<file path="src/rtl/accel_pkg.sv">
// Shared constants and types for the weight feeder / multiplier array.
package accel_pkg;

  localparam int unsigned LANES = 16;
  localparam int unsigned WIDTH = 16;
  localparam int unsigned IDX_W = $clog2(WIDTH);

  typedef logic [WIDTH-1:0] weight_t;
  typedef weight_t [LANES-1:0] weight_vec_t;

  typedef enum logic {IDLE, SHIFT} state_t;

endpackage

</file>
<file path="src/rtl/lane_shifter.sv">
// One lane's active weight register: parallel load, shift right, bit 0 out.
module lane_shifter
  import accel_pkg::*;
(
  input  logic    clk,
  input  logic    rst,
  input  logic    i_load,
  input  logic    i_shift,
  input  weight_t i_data,
  output logic    o_bit0
);

  weight_t r_data;

  // Load wins over shift so a word-boundary transfer replaces the spent word.
  always_ff @(posedge clk or posedge rst) begin
    if (rst) begin
      r_data <= '0;
    end else if (i_load) begin
      r_data <= i_data;
    end else if (i_shift) begin
      r_data <= {1'b0, r_data[WIDTH-1:1]};
    end
  end

  assign o_bit0 = r_data[0];

endmodule

</file>
<file path="src/rtl/weight_bit_serializer.sv">
// Turns one word of LANES weights per handshake into WIDTH LSB-first bit-planes,
// with a shadow word so consecutive words stream without bubbles.
module weight_bit_serializer
  import accel_pkg::*;
(
  input  logic              clk,
  input  logic              rst,
  input  logic              in_valid,
  output logic              in_ready,
  input  weight_vec_t       in_weights,
  input  logic              mult_ready,
  output logic              en,
  output logic [LANES-1:0]  weight_bits,
  output logic [IDX_W-1:0]  bit_idx,
  output logic              first,
  output logic              last
);

  localparam logic [IDX_W-1:0] LastIdx = IDX_W'(WIDTH - 1);

  state_t           r_state;
  weight_vec_t      r_shadow;
  logic             r_shadow_full;
  logic             r_in_ready;
  logic [IDX_W-1:0] r_bit_idx;

  logic             w_accept;
  logic             w_advance;
  logic             w_wrap;
  logic             w_transfer;
  logic             w_shadow_full_d;
  logic [LANES-1:0] w_lane_bit0;

  always_comb begin
    w_accept        = in_valid && r_in_ready;
    w_advance       = (r_state == SHIFT) && mult_ready;
    w_wrap          = w_advance && (r_bit_idx == LastIdx);
    w_transfer      = r_shadow_full && ((r_state == IDLE) || w_wrap);
    // Accept needs an empty shadow and transfer a full one, so they never collide.
    w_shadow_full_d = w_transfer ? 1'b0 : (w_accept ? 1'b1 : r_shadow_full);
  end

  always_ff @(posedge clk or posedge rst) begin
    if (rst) begin
      r_state       <= IDLE;
      r_shadow      <= '0;
      r_shadow_full <= 1'b0;
      r_in_ready    <= 1'b0;
      r_bit_idx     <= '0;
    end else begin
      if (w_accept) begin
        r_shadow <= in_weights;
      end
      r_shadow_full <= w_shadow_full_d;
      r_in_ready    <= !w_shadow_full_d;

      if (w_transfer) begin
        r_state   <= SHIFT;
        r_bit_idx <= '0;
      end else if (w_wrap) begin
        r_state   <= IDLE;
        r_bit_idx <= '0;
      end else if (w_advance) begin
        r_bit_idx <= r_bit_idx + IDX_W'(1);
      end
    end
  end

  for (genvar l = 0; l < LANES; l++) begin : g_lane
    lane_shifter u_lane_shifter (
      .clk     (clk),
      .rst     (rst),
      .i_load  (w_transfer),
      .i_shift (w_advance),
      .i_data  (r_shadow[l]),
      .o_bit0  (w_lane_bit0[l])
    );
  end

  always_comb begin
    en          = (r_state == SHIFT);
    weight_bits = en ? w_lane_bit0 : '0;
    bit_idx     = r_bit_idx;
    first       = en && (r_bit_idx == '0);
    last        = en && (r_bit_idx == LastIdx);
    in_ready    = r_in_ready;
  end

endmodule

</file>
<file path="config.mk">
export PLATFORM = sky130hd
export DESIGN_NAME = weight_bit_serializer
export DESIGN_NICKNAME = d
export VERILOG_FILES = /design/src/rtl/accel_pkg.sv /design/src/rtl/lane_shifter.sv /design/src/rtl/weight_bit_serializer.sv
export SDC_FILE = /design/constraint.sdc
export NUM_CORES = 1
export LEC_CHECK = 0
export ABC_AREA = 1
export CAP_MARGIN = 20
export CORE_ASPECT_RATIO = 1.75
export CORE_MARGIN = 3
export CORE_UTILIZATION = 24
export CTS_CLUSTER_DIAMETER = 40
export DETAILED_ROUTE_END_ITERATION = 10
export PLACE_DENSITY = 0.43
export SLEW_MARGIN = 20
export SYNTH_ARGS = -nofsm -noshare
export SYNTH_HDL_FRONTEND = slang
export SYNTH_HIERARCHICAL = 1
export SYNTH_SLANG_ARGS = --single-unit
</file>
<file path="constraint.sdc">
create_clock -name clk -period 9.9 [get_ports clk]
set_input_delay 1.98 -clock clk [delete_from_list [all_inputs] [get_ports clk]]
set_output_delay 1.98 -clock clk [all_outputs]
set_load 0.05 [all_outputs]
</file>
==> run metrics <==
Synthesized Nets=2834; RSZ-0062 raised after global routing=no; share of layout cells above drive strength 1=0.07185; Comb pwr share=0.179; maximum VDD drop=0.1371 mV; initial antenna violation count=5; Clock Latency Late Sink=640 ps; worst reg2reg path endpoint=g_lane[5].u_lane_shifter/r_data[12]; Std-Cell Rows=147; met2 global-route usage=0.2314; GR Overflow Total=0; Tightest Pin Transition=974.6 ps; WL/cell=15.98 µm; post-synthesis instance area=22220 µm²; CTS tree=done; first-pass GRT wire length=105500 µm; via count=17.44k; hold crit path type=reg2reg; Max Cap Viol=0; Avg Cell Area, Syn=8.640 µm²; Area Overhead vs Synth=27.93%; RR Startpoint=en; TNS Setup=0 ps; H-tree Lvls=3; Data arrival, critical path=2740 ps; # hold bufs at CTS=0; Final min period=4722 ps; total track usage=0.1360; crit start category=flop; clk slew on worst S/H paths=60 ps; maximum clock path buffer count=3; DP Wirelength=40340 µm; drt total wl=64940 µm; P_sw=0.002389 W; overall die area=96420 µm²; Crit Path Max Fanout=22; # IOs=284; Post-Synthesis Cells=2572; largest net degree at the start of global routing=136; clk_skew=24.00 ps; met3 usage=0.02497; Die Width=236.0 µm; Max Slew Vio Count=0; DR iter-0 viols=837; final core utilization=0.3097; reg2reg setup slack=6130 ps; Lkg Pwr=14.05 nW; Pwr Density=271.6 nW/µm²; drt drc=0; sequential share of power=0.432; Pre-antenna DRT Iters=4; Hold Startpoint=r_shadow[47]; Initial Utilization=0.2421; antenna viol nets, final=0; Final nets=3062; Sw Share=0.3094; setup bufs post-CTS=0; Root Buffer=clkbuf_16; Post-CTS Resized=0; sequential-to-total area share from yosys stat=0.5845; f_max=211.8 MHz; Vias/cell=4.291; met1 usage in global routing=0.1730; Final setup violation count=0; Die Ht=408.5 µm; post-synth cell types=22; post-route clock period utilization=0.4770; Clk pwr share=0.388; Core Box Area=91780 µm²; worst hold stages=2; status=complete, no violations; PortBufs=283; Final Hold Vio Count=0; Min-Delay Endpoint=g_lane[2].u_lane_shifter/r_data[15]; Int Power=0.005331 W; routability cong.=0.7248; Worst slew margin=0.3503; # clock sinks=519; CTS Buf Count=82; gr busiest metal=met2; Ys Warns=6; number of global-route vias before repair=18.89k; CP required=7920 ps; #FFs+latches synth=519; Crit Path Class=reg2out; Worst Reg-to-Reg Cells=9; Critical Path End Type=primary output
==> metrics by stage <==
step	setup slack [ps]	hold slack (ps)	instances	area, µm²	power, W
floorplan	679.8	442.7	2572	22220	0.004284
global placement	4774	453.8	3908	25540	0.004769
detailed placement	4728	459.4	3908	25540	0.004787
CTS	4968	461.5	4059	28420	0.007885
global route	4995	489.5	4060	28420	0.008250
finish	5178	464.3	4063	28430	0.007721
==> worst max path at each step <==
stage | start | end | slack [ps] | cells after the start
floorplan | rst | bit_idx[0] | 680 | 1
global placement | mult_ready | g_lane[5].u_lane_shifter/r_data[13] | 4770 | 10
detailed placement | mult_ready | g_lane[6].u_lane_shifter/r_data[12] | 4730 | 10
CTS | en | weight_bits[10] | 4970 | 3
global route | en | weight_bits[10] | 5000 | 3
finish | en | weight_bits[1] | 5180 | 3
==> worst max-delay path, cell delays in order, from the launching register on <==
cell and delay (ps):
dfrtp_2 930, nand2_1 100, inv_1 80, clkdlybuf4s50_1 980
==> kinds of logic (layout without fill, tap and decap cells) <==
kind of cell | Yosys count | count (layout) | share of synthesized area
compound gates | 7 | 7 | 0.002590
xor+xnor | 1 | 1 | 0.0003942
fa+ha+maj | 2 | 2 | 0.001126
buf+inv | 212 | 507 | 0.06261
flops | 519 | 519 | 0.5845
other cells | 0 | 4 | 0
simple gates | 1831 | 1831 | 0.3488
==> cells in the final DEF, fill, tap and decap left out, types with 4 or more instances in the layout <==
cell	n
clkdlybuf4s50_1	282
diode_2	4
nor2_1	5
clkbuf_16	86
clkinvlp_4	5
inv_6	9
inv_1	36
inv_2	19
bufinv_16	8
nand3_1	481
dfrtp_1	518
nand2_1	1322
clkbuf_8	6
clkinv_2	14
clkbuf_1	8
nor2_8	16
buf_4	13
clkinv_4	7
inv_8	8
==> synth_stat cells (all sizes together) <==
cell type | n | share of area
nor3 | 1 | 0.00023
buf | 152 | 0.052
clkbuf | 2 | 0.00034
o21ai | 3 | 0.0010
inv | 58 | 0.0098
o22ai | 1 | 0.00028
dfrtp | 519 | 0.58
o21bai | 1 | 0.00084
xor2 | 1 | 0.00039
nand3b | 1 | 0.00034
nand2 | 1325 | 0.22
nand3 | 482 | 0.11
nor2 | 22 | 0.015
ha | 2 | 0.0011
a21oi | 2 | 0.00045
==> power by group through the flow <==
stage               registers [W]  logic [W]  clock network, W
floorplan                 0.00326    0.00102                 0
global placement          0.00338    0.00139                 0
detailed placement        0.00337    0.00142                 0
CTS                       0.00335    0.00143           0.00311
global route              0.00345    0.00161           0.00319
finish                    0.00334    0.00138           0.00300
==> per-layer routing <==
layer  up-vias  wire length, µm
li1       8618                -
met4         2             1353
met5         -               13
met1      8380            29300
met3        79             2964
met2       356            31310
==> sequential cells by signal, indices dropped and copies added, names as in the netlist <==
| register | flops |
|---|---|
| r_shadow_full | 1 |
| r_shadow | 256 |
| bit_idx | 4 |
| in_ready | 1 |
| en | 1 |
| g_lane.u_lane_shifter/r_data | 256 |
==> cell type report <==
cell class	count	area [µm²]
inverters	58	240.2
repair buffers	298	2965
flip-flops and latches	519	12990
well taps	1192	1491
multi-input cells	1841	7858
fillers	9706	63350
clock inverters	51	610.6
diodes	4	10.01
clock buffers	100	2265
(Power assumes the default switching activity.)
==> RTL edit: new RTL, same flow settings <==
`WIDTH`: 16 -> 8.
--- a/src/rtl/accel_pkg.sv
+++ b/src/rtl/accel_pkg.sv
@@ -3,5 +3,5 @@
 
   localparam int unsigned LANES = 16;
-  localparam int unsigned WIDTH = 16;
+  localparam int unsigned WIDTH = 8;
   localparam int unsigned IDX_W = $clog2(WIDTH);
 
Interface: changed (resized bit_idx and in_weights); port bits go from 284 to 155. No check against the original RTL was run, so the function may have changed too.
==> RTL edit against the original RTL <==
Global-route usage fell by 1.1 points. Cell area fell by 49%. Wire length fell by 53%. Core utilization barely moved. Via count fell by 49%. Area after synthesis fell by 49%. Clock power fell by 58%. Sequential cell count fell by 257. Register-to-register slack improved by 0.59 ns. Hold slack improved by 0.0082 ns. Total power fell by 43%. Worst setup slack improved by 0.21 ns. First-iteration DRC count fell by 50%. Fmax rose by 4.7%.
==> RTL edit: results <==
[pwr]
internal_power_uw = 2718
p_leak_uw = 0.007172
clock_power_uw = 1260
vdd_drop_max_mv = 0.1424
p_comb_frac = 0.314

[finish]
fillers = 5005
num-nonclk-buffers = 161
nClkBuffers = 44
drive_gt1_frac = 0.07032
seq_share = 0.4565
multi_input_area_share = 0.2850
n_antenna_cell = 0
final_net_count = 1590
nonClkBufAreaFrac = 0.1110

[drt]
route.met2.wl_um = 16410
routed_via_density = 4.304
totalWireLength_um = 30800
wl_met1_um = 12390
routed-wl-met3_um = 1209
routed.top_layer = "met4"

[worst_setup_path]
r2r_cells = 5
worstPathArrival_ns = 2.53
crit_end = "weight_bits[5]"

[grt]
grtUsageTotal = 0.1255
grt_pass1_wl_um = 50310
grt_max_degree = 114
antenna_found_initial = 0
grt_use_met2 = 0.2367

[synthesis]
synth-adder-area-share = 0.003315
synth_compound_area_frac = 0.0008840
synth.cells.most_frequent = "nand2_1, dfrtp_1, nand3_1, inv_1, buf_4"
ys_ff_latch = 262
synth.net_count = 1452

[sta]
tightest_slew_ns = 0.9884
skew_ns = 0.01476
holdWs_ns = 0.4724

[worst_hold_path]
hold_start = "g_lane[3].u_lane_shifter/r_data[7]"
hold_end = "g_lane[3].u_lane_shifter/r_data[7]"

[status]
status = "completed"

[placed_design]
io_buffers = 154
gp_congestion = 0.7314

[clock_tree]
numCtsBuffers = 37
htreeDepth = 2
clk_latency_ns = 0.52
==> RTL edit: cell count changes after synthesis, sizes merged, moves of 2 or more <==
cell / delta
nand2: -639
dfrtp: -257
nand3: -255
buf: -91
nor2: -4
a21oi: -2
==> RTL edit: per-stage QoR <==
| stage | cells | setup slack (ns) | instance area, um^2 | total power (uW) |
|---|---|---|---|---|
| 3_5_place_dp | 1999 | 5.044 | 13210 | 3208 |
| 2_1_floorplan | 1317 | 4.337 | 11320 | 2812 |
| 5_1_grt | 2062 | 5.241 | 14370 | 4764 |
| 4_1_cts | 2062 | 5.236 | 14370 | 4517 |
| 6_report | 2062 | 5.389 | 14370 | 4406 |
| 3_3_place_gp | 1999 | 5.075 | 13210 | 3188 |
==> RTL edit: worst max-delay path, cell delays in order (launching register included) <==
cell and delay (ns):
dfrtp_2 0.83, nand2_1 0.24, inv_1 0.13, clkdlybuf4s50_1 0.81
